$ cat src/rtl/demux2_4b_buf.sv
// rtl/demux2_4b_buf.sv - registered 1-to-2 demux with a 2-entry FIFO per output channel
// Optional delivered-item counters cnt0/cnt1 are built when DEMUX2_COUNT_EN is defined.
module demux2_4b_buf (
    input  logic       clk,
    input  logic       reset,
    input  logic       in_val,
    output logic       in_rdy,
    input  logic       in_sel,
    input  logic [3:0] in_data,
    output logic       out0_val,
    input  logic       out0_rdy,
    output logic [3:0] out0_data,
    output logic       out1_val,
    input  logic       out1_rdy,
    output logic [3:0] out1_data
`ifdef DEMUX2_COUNT_EN
    ,
    output logic [7:0] cnt0,
    output logic [7:0] cnt1
`endif
);

    logic [3:0] mem     [2][2];
    logic [3:0] mem_n   [2][2];
    logic [1:0] count   [2];
    logic [1:0] count_n [2];
    logic [3:0] head_q  [2];
    logic [3:0] head_n  [2];
    logic [1:0] wr_ptr, wr_n;
    logic [1:0] rd_ptr, rd_n;
    logic [1:0] full, enq, deq;

    assign full   = {count[1] == 2'd2, count[0] == 2'd2};
    // Held low during reset so no producer sees a ready that cannot be honoured.
    assign in_rdy = reset & ~full[in_sel];
    assign enq    = {in_val & in_rdy & in_sel, in_val & in_rdy & ~in_sel};
    assign deq    = {(count[1] != 2'd0) & out1_rdy, (count[0] != 2'd0) & out0_rdy};

    // The head register keeps its value once a channel drains, so the data output stays stable.
    always_comb begin
        mem_n   = mem;
        wr_n    = wr_ptr;
        rd_n    = rd_ptr;
        count_n = count;
        head_n  = head_q;
        for (int k = 0; k < 2; k++) begin
            if (enq[k]) begin
                mem_n[k][wr_ptr[k]] = in_data;
                wr_n[k]             = ~wr_ptr[k];
            end
            if (deq[k]) begin
                rd_n[k] = ~rd_ptr[k];
            end
            count_n[k] = count[k] + {1'b0, enq[k]} - {1'b0, deq[k]};
            if (count_n[k] != 2'd0) begin
                head_n[k] = mem_n[k][rd_n[k]];
            end
        end
    end

    always_ff @(posedge clk or negedge reset) begin
        if (!reset) begin
            for (int k = 0; k < 2; k++) begin
                for (int j = 0; j < 2; j++) begin
                    mem[k][j] <= 4'd0;
                end
                count[k]  <= 2'd0;
                head_q[k] <= 4'd0;
            end
            wr_ptr <= 2'd0;
            rd_ptr <= 2'd0;
        end else begin
            mem    <= mem_n;
            count  <= count_n;
            head_q <= head_n;
            wr_ptr <= wr_n;
            rd_ptr <= rd_n;
        end
    end

    assign out0_val  = (count[0] != 2'd0);
    assign out1_val  = (count[1] != 2'd0);
    assign out0_data = head_q[0];
    assign out1_data = head_q[1];

`ifdef DEMUX2_COUNT_EN
    always_ff @(posedge clk or negedge reset) begin
        if (!reset) begin
            cnt0 <= 8'd0;
            cnt1 <= 8'd0;
        end else begin
            if (deq[0]) cnt0 <= cnt0 + 8'd1;
            if (deq[1]) cnt1 <= cnt1 + 8'd1;
        end
    end
`endif

endmodule

$ cat config.mk
export PLATFORM = sky130hd
export DESIGN_NAME = demux2_4b_buf
export DESIGN_NICKNAME = d
export VERILOG_FILES = /design/src/rtl/demux2_4b_buf.sv
export SDC_FILE = /design/constraint.sdc
export NUM_CORES = 1
export LEC_CHECK = 0
export CORE_MARGIN = 2
export CORE_UTILIZATION = 45
export CTS_BUF_LIST = sky130_fd_sc_hd__clkbuf_4 sky130_fd_sc_hd__clkbuf_8
export CTS_CLUSTER_SIZE = 10
export DETAILED_ROUTE_END_ITERATION = 6
export HOLD_SLACK_MARGIN = 0.05
export PLACE_DENSITY = 0.68
export REMOVE_ABC_BUFFERS = 1
export SETUP_SLACK_MARGIN = 0.15
export SLEW_MARGIN = 15
export SYNTH_ARGS = -nofsm -noshare
export SYNTH_HDL_FRONTEND = slang
export SYNTH_SLANG_ARGS = --single-unit
$ cat constraint.sdc
create_clock -name clk -period 3.7 [get_ports clk]
set_clock_uncertainty 0.15 [all_clocks]
set_input_delay 0.37 -clock clk [delete_from_list [all_inputs] [get_ports clk]]
set_output_delay 0.37 -clock clk [all_outputs]
set_load 0.005 [all_outputs]
Yosys cells after proc, flatten, opt, wreduce, memory -nomap -nowiden:

Index checks and enable logic that the tools add are counted.

* register bits: 32
* output and inout bits: 11

* equal/unequal tests: 2
* $lt $le $gt $ge: 7
* $add $sub $neg: 4
* reductions and logical operators: 6
* bitwise gates (word level): 16
* mux-type cells: 18

Operators by type and width (number)
* 4-bit 2-to-1 mux: 8
* 8-bit bitwise mux: 2
* 8-bit 2-to-1 mux: 2
* 4-bit demux with 1-bit select: 2
* 2-bit greater-or-equal comparator (second input constant): 4
* 1-bit inverter with 2-bit output: 4
* 2-bit nonzero test: 4
* 1-bit AND: 6
* 1-bit inverter: 6
* 2-bit by 1-bit adder with 2-bit output: 2
* 2-bit equality test (second input constant): 2
* 2-bit by 1-bit less-than comparator with 1-bit output (second input constant): 2
* 1-bit 2-to-1 mux: 4
* 2-bit by 1-bit subtractor with 2-bit output: 2
* 1-bit logical AND: 2
* 1-bit by 2-bit less-than comparator with 1-bit output (second input constant): 1

Longest topological paths before layout:

Gate-level depths: netlist of run 1.

* depth in word-level cells: 11
* mapped depth: 10

Least setup slack after synthesis of run 1:

Ideal clock, no wire load.

* path type: register -> register
* start point: register count[3] in the netlist's numbering
* end point: register head_q, in the netlist out0_data[0]
* slack: 1.204 ns
* arrival time: 2.279 ns
* setup time: 0.067 ns
* buffers on the path: 0
* stages on the path, launching flop included: 10
* cell sequence: dfrtp_1 > nor2b_1 > or3_2 > ha_1 > inv_1 > ha_1 > xor3_1 > or2_2 > nand2b_1 > o221a_1

RTL lines
* start: declaration: line 25 `logic [1:0] count [2];`
* start signal: assignment: line 74 `count <= count_n;`
* end signal: assignment: line 75 `head_q <= head_n;`
* end: declaration: line 27 `logic [3:0] head_q [2];`

==> impl_metrics.prom, run 1 <==
# TYPE chip_impl_metric gauge
chip_impl_metric{name="max_cap_viol_count",unit=""} 0
chip_impl_metric{name="portion_of_the_clock_cycle_consumed_by_the_worst_path_in_the_final_layout",unit=""} 0.763
chip_impl_info{name="endpoint_kind",value="flop"} 1
chip_impl_metric{name="tritoncts_num_sinks",unit=""} 32
chip_impl_metric{name="final_period_minus_worst_setup_slack",unit="ns"} 2.82
chip_impl_metric{name="synth-compound-area-share",unit=""} 0.0695
chip_impl_info{name="post-synth-top-area-cell",value="sky130_fd_sc_hd__dfrtp_1"} 1
chip_impl_metric{name="leakage",unit="nW"} 0.764
chip_impl_metric{name="pin_count",unit=""} 21
chip_impl_info{name="critical_path.cell_chain",value="clkdlybuf4s50_1 -> nand2_2 -> or3_2 -> ha_1 -> inv_1 -> ha_1 -> xor3_1 -> or2_2 -> nand2b_1 -> o221a_1"} 1
chip_impl_metric{name="drc",unit=""} 0
chip_impl_metric{name="cts_max_path_buffers",unit=""} 2
chip_impl_metric{name="number_of_enable_type_register_cells_in_the_synthesized_netlist",unit=""} 0
chip_impl_metric{name="required_time_at_the_endpoint_of_the_critical_path",unit="ns"} 3.81
chip_impl_metric{name="summed_negative_setup_slack_over_all_endpoints",unit="ns"} 0
chip_impl_metric{name="met2_length",unit="µm"} 1150
chip_impl_metric{name="timing.final.ws_setup",unit="ns"} 0.875
chip_impl_metric{name="cts_max_level",unit=""} 2
chip_impl_metric{name="floorplan.die.width",unit="µm"} 60.6
chip_impl_metric{name="clk_pin_slew",unit="ns"} 0.09
chip_impl_metric{name="syn_avg_cell_area",unit="µm²"} 14.1
chip_impl_metric{name="place.detailed.hpwl",unit="µm"} 1860
chip_impl_metric{name="timing.slew.headroom",unit=""} 0.634
chip_impl_metric{name="share_of_the_core_filled_with_cells_in_the_final_layout",unit=""} 0.578
chip_impl_info{name="cts_tree",value="built"} 1
chip_impl_metric{name="placement.setup.worst_slack",unit="ns"} 0.535
chip_impl_metric{name="first_pass_grt_wire_length",unit="µm"} 4200
chip_impl_metric{name="grt_start_max_net_pins",unit=""} 34
chip_impl_metric{name="detail_route.vias_per_cell",unit=""} 5.20
chip_impl_info{name="crit_top_cell",value="sky130_fd_sc_hd__ha_1"} 1
chip_impl_metric{name="cts_made_buffers",unit=""} 5
chip_impl_metric{name="finalSetupViolCount",unit=""} 0
chip_impl_metric{name="firstDrtPassIters",unit=""} 4
chip_impl_info{name="timing.hold.worst.class",value="flop to flop"} 1
chip_impl_metric{name="worst_pin_slew",unit="ns"} 0.548
chip_impl_metric{name="initial_antenna_violation_count",unit=""} 0
chip_impl_metric{name="initial_cell_density_of_the_core",unit=""} 0.472
chip_impl_metric{name="num_antenna_cells",unit=""} 0
chip_impl_metric{name="asyncSetResetFlopFracSynth",unit=""} 1.00
chip_impl_info{name="synth_commonest_cells",value="32 x sky130_fd_sc_hd__dfrtp_1, 12 x sky130_fd_sc_hd__mux2_2, 8 x sky130_fd_sc_hd__or3_1"} 1
chip_impl_metric{name="grt.total_usage",unit=""} 0.162
chip_impl_metric{name="vias_in_the_first_global_route",unit=""} 942
chip_impl_metric{name="syn-cell-area",unit="mm²"} 0.00144
chip_impl_metric{name="drt_iter0_markers",unit=""} 5
chip_impl_metric{name="die-area",unit="mm²"} 0.00367
chip_impl_metric{name="cts_repair_resize_count",unit=""} 0
chip_impl_info{name="critPathLaunchType",value="primary input"} 1
chip_impl_metric{name="finish.instance_area",unit="mm²"} 0.00176
chip_impl_info{name="crit_family",value="simple AND/OR/NAND/NOR gates"} 1
chip_impl_info{name="ys.flop_type",value="sky130_fd_sc_hd__dfrtp_1"} 1
chip_impl_metric{name="slowest_delay",unit="ns"} 0.51
chip_impl_metric{name="placeableCoreArea",unit="mm²"} 0.00305
chip_impl_metric{name="detailroute.via_count",unit=""} 905
chip_impl_info{name="synth_top_family_by_area",value="multiplexers"} 1
chip_impl_metric{name="globalRouteOverflowTotal",unit=""} 0
chip_impl_metric{name="share_of_the_yosys_chip_area_belonging_to_registers",unit=""} 0.556
chip_impl_metric{name="route.met3.wl",unit="µm"} 130
chip_impl_metric{name="largest_voltage_drop_on_the_vdd_net",unit="µV"} 513
chip_impl_metric{name="critical_path_peak_fanout",unit=""} 6
chip_impl_metric{name="crit_arrival",unit="ns"} 2.94
chip_impl_metric{name="timing_hold_violations_final",unit=""} 0
chip_impl_metric{name="finalWeightedCongestion",unit=""} 0.743
chip_impl_metric{name="wirelength_met1",unit="µm"} 1150
chip_impl_metric{name="fillerInstances",unit=""} 274
chip_impl_metric{name="postPlaceCellArea",unit="mm²"} 0.00170
chip_impl_metric{name="post_synth_and_or_nand_nor_area_fraction",unit=""} 0.126
chip_impl_metric{name="drt_wl_total",unit="µm"} 2480
chip_impl_metric{name="final-instance-count-excl-fill",unit=""} 174
chip_impl_metric{name="ant_nets",unit=""} 0
chip_impl_metric{name="synth.ff_latch_count",unit=""} 32
chip_impl_info{name="run_status",value="complete, no violations"} 1
chip_impl_metric{name="whs",unit="ns"} 0.348
chip_impl_metric{name="clock_latency_on_the_worst_skew_pair",unit="ns"} 0.32
chip_impl_info{name="top_layer_used",value="met4"} 1
chip_impl_metric{name="die_height",unit="µm"} 60.6
chip_impl_metric{name="yosys.area_share.xor_xnor",unit=""} 0.0573
chip_impl_metric{name="dp.cells",unit=""} 166
chip_impl_metric{name="post_cts_buffers",unit=""} 0
chip_impl_metric{name="timing.critical_path.buf_inv",unit=""} 2
chip_impl_info{name="setup_repair_after_global_routing_missed_its_margin",value="false"} 1
chip_impl_metric{name="area_growth_syn_to_layout",unit="%"} 22.5
chip_impl_metric{name="rows",unit=""} 20
chip_impl_metric{name="drive_above_1_share",unit=""} 0.285
chip_impl_metric{name="timing_max_transition_violations_final",unit=""} 0
chip_impl_metric{name="synth.yosys.warnings",unit=""} 0
chip_impl_info{name="critical_path_class",value="primary input to flop"} 1
chip_impl_metric{name="mux_cell_area_share_after_synthesis",unit=""} 0.142
chip_impl_metric{name="synthesis.instances",unit=""} 102
chip_impl_info{name="synth.most_common_cell",value="sky130_fd_sc_hd__dfrtp_1"} 1
chip_impl_metric{name="timing.fmax",unit="MHz"} 354
chip_impl_info{name="timing.critical_path.slowest_stage_cell",value="sky130_fd_sc_hd__clkdlybuf4s50_1"} 1
chip_impl_metric{name="cts_hold_repair.buffers",unit=""} 0
chip_impl_metric{name="power_density",unit="mW/mm²"} 934
chip_impl_metric{name="worst-r2r-setup-slack",unit="ns"} 1.00
chip_impl_metric{name="yosys.area_share.adder",unit=""} 0.0348
chip_impl_metric{name="placement.io_buffers",unit=""} 20
chip_impl_info{name="ys_top_cells_by_area",value="sky130_fd_sc_hd__dfrtp_1 56%, sky130_fd_sc_hd__mux2_2 9.4%, sky130_fd_sc_hd__mux2_4 4.2%, sky130_fd_sc_hd__ha_1 3.5%, sky130_fd_sc_hd__or3_1 3.5%"} 1
chip_impl_metric{name="share_of_yosys_cell_area_claimed_by_the_top_area_cell_type",unit=""} 0.556
chip_impl_metric{name="layout.nets",unit=""} 143
chip_impl_metric{name="ys_types",unit=""} 24
chip_impl_info{name="root_buffer",value="sky130_fd_sc_hd__clkbuf_4"} 1
chip_impl_metric{name="pwr_total",unit="mW"} 1.65
chip_impl_metric{name="wire_per_inst",unit="µm"} 14.2
[layout by cell type, fill, tap and decap left out, types with 4 or more instances in the layout]
cell type / synthesis / final
sky130_fd_sc_hd__or3_1: 8 / 8
sky130_fd_sc_hd__clkbuf_4: 0 / 7
sky130_fd_sc_hd__xnor2_1: 4 / 4
sky130_fd_sc_hd__clkdlybuf4s50_1: 0 / 20
sky130_fd_sc_hd__ha_1: 4 / 4
sky130_fd_sc_hd__nand2_1: 4 / 4
sky130_fd_sc_hd__inv_1: 4 / 4
sky130_fd_sc_hd__mux2_4: 4 / 4
sky130_fd_sc_hd__o221a_1: 4 / 4
sky130_fd_sc_hd__or2_2: 4 / 4
sky130_fd_sc_hd__o221a_2: 4 / 4
sky130_fd_sc_hd__dfrtp_1: 32 / 32
sky130_fd_sc_hd__mux2_2: 12 / 12
[worst reg2reg max path, cell delays in order, from the launching register on]
cell and delay, ns:
sky130_fd_sc_hd__dfrtp_1 0.40, sky130_fd_sc_hd__nor2b_1 0.18, sky130_fd_sc_hd__or3_2 0.44, sky130_fd_sc_hd__ha_1 0.30, sky130_fd_sc_hd__inv_1 0.05, sky130_fd_sc_hd__ha_1 0.15, sky130_fd_sc_hd__xor3_1 0.29, sky130_fd_sc_hd__or2_2 0.31
sky130_fd_sc_hd__nand2b_1 0.15, sky130_fd_sc_hd__o221a_1 0.21
[registers in the layout (all words and copies together) (netlist names)]
name	flops
out1_data	4
rd_ptr	2
mem	16
out0_data	4
wr_ptr	2
count	4
[final cells by class]
cell class | instances | area (µm²) | share of cell area
sequential | 32 | 801 | 0.454
timing repair buffer | 21 | 208 | 0.118
multi-input combinational | 65 | 619 | 0.351
inverter | 4 | 15.0 | 0.00851
tap | 44 | 55.1 | 0.0312
clock buffer | 8 | 66.3 | 0.0376
[kinds of logic (layout without fill, tap and decap cells)]
family	Yosys count	in the layout
flip-flops	32	32
AND/OR/NAND/NOR	28	28
multiplexers	17	17
AO/OA/AOI/OAI	10	10
XOR/XNOR	6	6
buffers and inverters	5	33
adder cells (fa/ha/maj)	4	4
[path summary, 6_finish.rpt]
| check | end | depth (start not counted) | start |
|---|---|---|---|
| worst max-delay path | out0_data[1]$_DFFE_PN0P_ | 10 | reset |
| worst min-delay path | rd_ptr[1]$_DFF_PN0_ | 1 | rd_ptr[1]$_DFF_PN0_ |
| worst max register to register | out0_data[1]$_DFFE_PN0P_ | 9 | count[3]$_DFF_PN0_ |
| worst min register to register | rd_ptr[1]$_DFF_PN0_ | 1 | rd_ptr[1]$_DFF_PN0_ |
| max in group asynchronous | mem[1]$_DFF_PN0_ | 2 | reset |
| min in group asynchronous | mem[4]$_DFF_PN0_ | 2 | reset |
[layer usage]
metal | global-route usage | vias to the layer above
met5 | 0 | -
met4 | 0.0652 | 0
met3 | 0.0597 | 5
met2 | 0.243 | 14
met1 | 0.214 | 459
li1 | - | 427
[report_power, final]
part	switching [mW]	leakage [nW]	internal, mW	total [mW]
registers	0.0772	0.380	0.539	0.616
clock network	0.110	0.0394	0.108	0.218
logic	0.333	0.345	0.481	0.814
Power figures use the tool's default switching activity.
==> run 2, diff against run 1 <==
- clock period: 3.7 -> 2.6 ns (I/O delays scaled with it)
==> run 2 against run 1 <==
- power grew 59%
- design area rose by 10%
- core utilization is 5.8 points higher
- global-route usage grew 1.4 points
- combinational power is 74% higher
- routed wire length grew 11%
- critical path depth is 1 lower
- hold slack got worse by 0.28 ns
- first-iteration DRC count rose to 8.2 times the previous value
- die area did not move
- largest cell class unchanged
==> impl_metrics.prom, run 2 (synthesis gave the netlist of run 1 again) <==
# TYPE chip_impl_metric gauge
chip_impl_metric{name="placement.setup.worst_slack",unit="ns"} -0.394
chip_impl_metric{name="area_growth_syn_to_layout",unit="%"} 34.8
chip_impl_metric{name="dp.cells",unit=""} 175
chip_impl_metric{name="globalRouteOverflowTotal",unit=""} 0
chip_impl_info{name="timing.hold.worst.class",value="primary input to asynchronous set/reset pin"} 1
chip_impl_metric{name="firstDrtPassIters",unit=""} 4
chip_impl_info{name="setup_repair_after_global_routing_missed_its_margin",value="false"} 1
chip_impl_metric{name="clk_pin_slew",unit="ns"} 0.09
chip_impl_metric{name="final_period_minus_worst_setup_slack",unit="ns"} 2.39
chip_impl_metric{name="worst_pin_slew",unit="ns"} 0.460
chip_impl_info{name="critical_path_class",value="flop to flop"} 1
chip_impl_metric{name="cellInternalPower",unit="mW"} 1.77
chip_impl_metric{name="num_antenna_cells",unit=""} 0
chip_impl_metric{name="power.share.switching",unit=""} 0.326
chip_impl_metric{name="cts_made_buffers",unit=""} 5
chip_impl_metric{name="detail_route.vias_per_cell",unit=""} 5.15
chip_impl_metric{name="cts_max_path_buffers",unit=""} 2
chip_impl_metric{name="initial_cell_density_of_the_core",unit=""} 0.472
chip_impl_metric{name="leakage",unit="nW"} 0.856
chip_impl_metric{name="ant_nets",unit=""} 0
chip_impl_metric{name="power_frac_seq",unit=""} 0.342
chip_impl_metric{name="initial_antenna_violation_count",unit=""} 0
chip_impl_metric{name="cts_max_level",unit=""} 2
chip_impl_metric{name="grt.total_usage",unit=""} 0.176
chip_impl_metric{name="vias_in_the_first_global_route",unit=""} 956
chip_impl_info{name="layout_common_cells",value="31 x sky130_fd_sc_hd__dfrtp_1, 18 x sky130_fd_sc_hd__clkdlybuf4s50_1, 12 x sky130_fd_sc_hd__mux2_2"} 1
chip_impl_metric{name="ff2ff_path_depth",unit=""} 9
chip_impl_metric{name="wire_per_inst",unit="µm"} 14.9
chip_impl_metric{name="timing_hold_violations_final",unit=""} 0
chip_impl_metric{name="power.combinational.fraction",unit=""} 0.542
chip_impl_metric{name="max_cap_viol_count",unit=""} 0
chip_impl_metric{name="power_density",unit="mW/mm²"} 1350
chip_impl_metric{name="crit_arrival",unit="ns"} 2.50
chip_impl_metric{name="die_height",unit="µm"} 60.6
chip_impl_info{name="max_flop_register",value="mem"} 1
chip_impl_metric{name="floorplan.die.width",unit="µm"} 60.6
chip_impl_metric{name="die-area",unit="mm²"} 0.00367
chip_impl_metric{name="timing.slew.headroom",unit=""} 0.691
chip_impl_metric{name="share_of_the_core_filled_with_cells_in_the_final_layout",unit=""} 0.636
chip_impl_metric{name="finalSetupViolCount",unit=""} 0
chip_impl_metric{name="largest_voltage_drop_on_the_vdd_net",unit="µV"} 648
chip_impl_metric{name="pin_count",unit=""} 21
chip_impl_metric{name="placeableCoreArea",unit="mm²"} 0.00305
chip_impl_metric{name="drc",unit=""} 0
chip_impl_metric{name="summed_negative_setup_slack_over_all_endpoints",unit="ns"} 0
chip_impl_metric{name="power.share.clock",unit=""} 0.116
chip_impl_metric{name="postPlaceCellArea",unit="mm²"} 0.00177
chip_impl_metric{name="portion_of_the_clock_cycle_consumed_by_the_worst_path_in_the_final_layout",unit=""} 0.920
chip_impl_metric{name="tritoncts_num_sinks",unit=""} 32
chip_impl_metric{name="grt_start_max_net_pins",unit=""} 33
chip_impl_metric{name="rows",unit=""} 20
chip_impl_metric{name="whs",unit="ns"} 0.0653
chip_impl_info{name="run_status",value="complete, no violations"} 1
chip_impl_metric{name="finish.instance_area",unit="mm²"} 0.00194
chip_impl_metric{name="drive_above_1_share",unit=""} 0.429
chip_impl_metric{name="pwr_total",unit="mW"} 2.62
chip_impl_metric{name="drt_iter0_markers",unit=""} 41
chip_impl_info{name="root_buffer",value="sky130_fd_sc_hd__clkbuf_4"} 1
chip_impl_info{name="endpoint_kind",value="flop"} 1
chip_impl_metric{name="critical_path_peak_fanout",unit=""} 6
chip_impl_metric{name="timing.final.ws_setup",unit="ns"} 0.209
chip_impl_metric{name="layout.nets",unit=""} 154
chip_impl_metric{name="number_of_flip_flops_in_the_largest_register",unit=""} 16
chip_impl_info{name="mostFrequentLayoutCell",value="sky130_fd_sc_hd__dfrtp_1"} 1
chip_impl_metric{name="required_time_at_the_endpoint_of_the_critical_path",unit="ns"} 2.71
chip_impl_metric{name="drt_wl_total",unit="µm"} 2740
chip_impl_metric{name="placement.io_buffers",unit=""} 20
chip_impl_metric{name="switchingPower",unit="mW"} 0.854
chip_impl_info{name="cts_tree",value="built"} 1
chip_impl_metric{name="final-instance-count-excl-fill",unit=""} 184
chip_impl_metric{name="clock_latency_on_the_worst_skew_pair",unit="ns"} 0.31
chip_impl_metric{name="finalWeightedCongestion",unit=""} 0.759
chip_impl_metric{name="detailroute.via_count",unit=""} 948
chip_impl_metric{name="timing_max_transition_violations_final",unit=""} 0
chip_impl_metric{name="place.detailed.hpwl",unit="µm"} 1940
chip_impl_metric{name="timing.fmax",unit="MHz"} 418
chip_impl_metric{name="first_pass_grt_wire_length",unit="µm"} 4570
chip_impl_info{name="critPathLaunchType",value="flop"} 1
run 2: cell types whose count changed in the layout (fill, tap and decap cells not counted), sizes merged:
cell / previous run / this run
clkdlybuf4s50: 20 / 18
clkbuf: 8 / 7
buf: 1 / 12
dlygate4sd2: 0 / 2
run 2: timing repair:
| action | CTS | global route |
|---|---|---|
| hold buffers | 1 | 0 |
| setup endpoints to repair | 8 | 8 |
| resized for setup | 25 | 0 |
| buffers inserted | 1 | 0 |
| pin swaps | 11 | 2 |
| hold endpoints to repair | 32 | 0 |
run 2: critical path, stage by stage, from the launching register on:
cell and delay (ns):
sky130_fd_sc_hd__dfrtp_1 0.39, sky130_fd_sc_hd__nor2b_4 0.13, sky130_fd_sc_hd__or3_4 0.38, sky130_fd_sc_hd__ha_4 0.27
sky130_fd_sc_hd__inv_2 0.03, sky130_fd_sc_hd__ha_4 0.14, sky130_fd_sc_hd__xor3_2 0.27, sky130_fd_sc_hd__or2_4 0.30
sky130_fd_sc_hd__nand2b_4 0.09, sky130_fd_sc_hd__o221a_1 0.18
run 2: worst paths after layout:
kind | startpoint | to | slack (ns)
worst min-delay path | reset | mem[11]$_DFF_PN0_ | 0.07
worst min register to register | wr_ptr[0]$_DFFE_PN0N_ | wr_ptr[0]$_DFFE_PN0N_ | 0.35
max in group asynchronous | reset | count[2]$_DFF_PN0_ | 2.06
min in group clk | wr_ptr[0]$_DFFE_PN0N_ | wr_ptr[0]$_DFFE_PN0N_ | 0.35
worst max-delay path | count[3]$_DFF_PN0_ | out0_data[2]$_DFFE_PN0P_ | 0.21
worst max register to register | count[3]$_DFF_PN0_ | out0_data[2]$_DFFE_PN0P_ | 0.21
run 2: layer usage:
layer / track usage / up-vias / part of all wire
met1: 0.240 / 477 / 0.47
met3: 0.0448 / 5 / 0.036
met4: 0.0745 / 0 / 0.013
met2: 0.267 / 17 / 0.48
met5: 0 / - / 0
li1: - / 449 / -
run 2: final cells by class:
cell class,instances,area [µm²]
flip-flops and latches,32,802
repair buffers,32,300
multi-input cells,65,704
well taps,44,55.1
fillers,253,1110
inverters,4,15.0
clock buffers,7,65.1
run 2: power groups by stage:
stage / Combinational (mW) / Clock [mW] / Sequential [mW]
finish: 1.42 / 0.305 / 0.896
detailed placement: 1.20 / 0 / 0.892
global route: 1.54 / 0.340 / 0.924
floorplan: 0.802 / 0 / 0.870
global placement: 1.16 / 0 / 0.875
CTS: 1.42 / 0.314 / 0.901
==> run 3, diff against run 2 <==
- SLEW_MARGIN: 15 -> 0
==> results of run 3 <==
The final DEF is identical to that of run 2; final timing and power are the same.
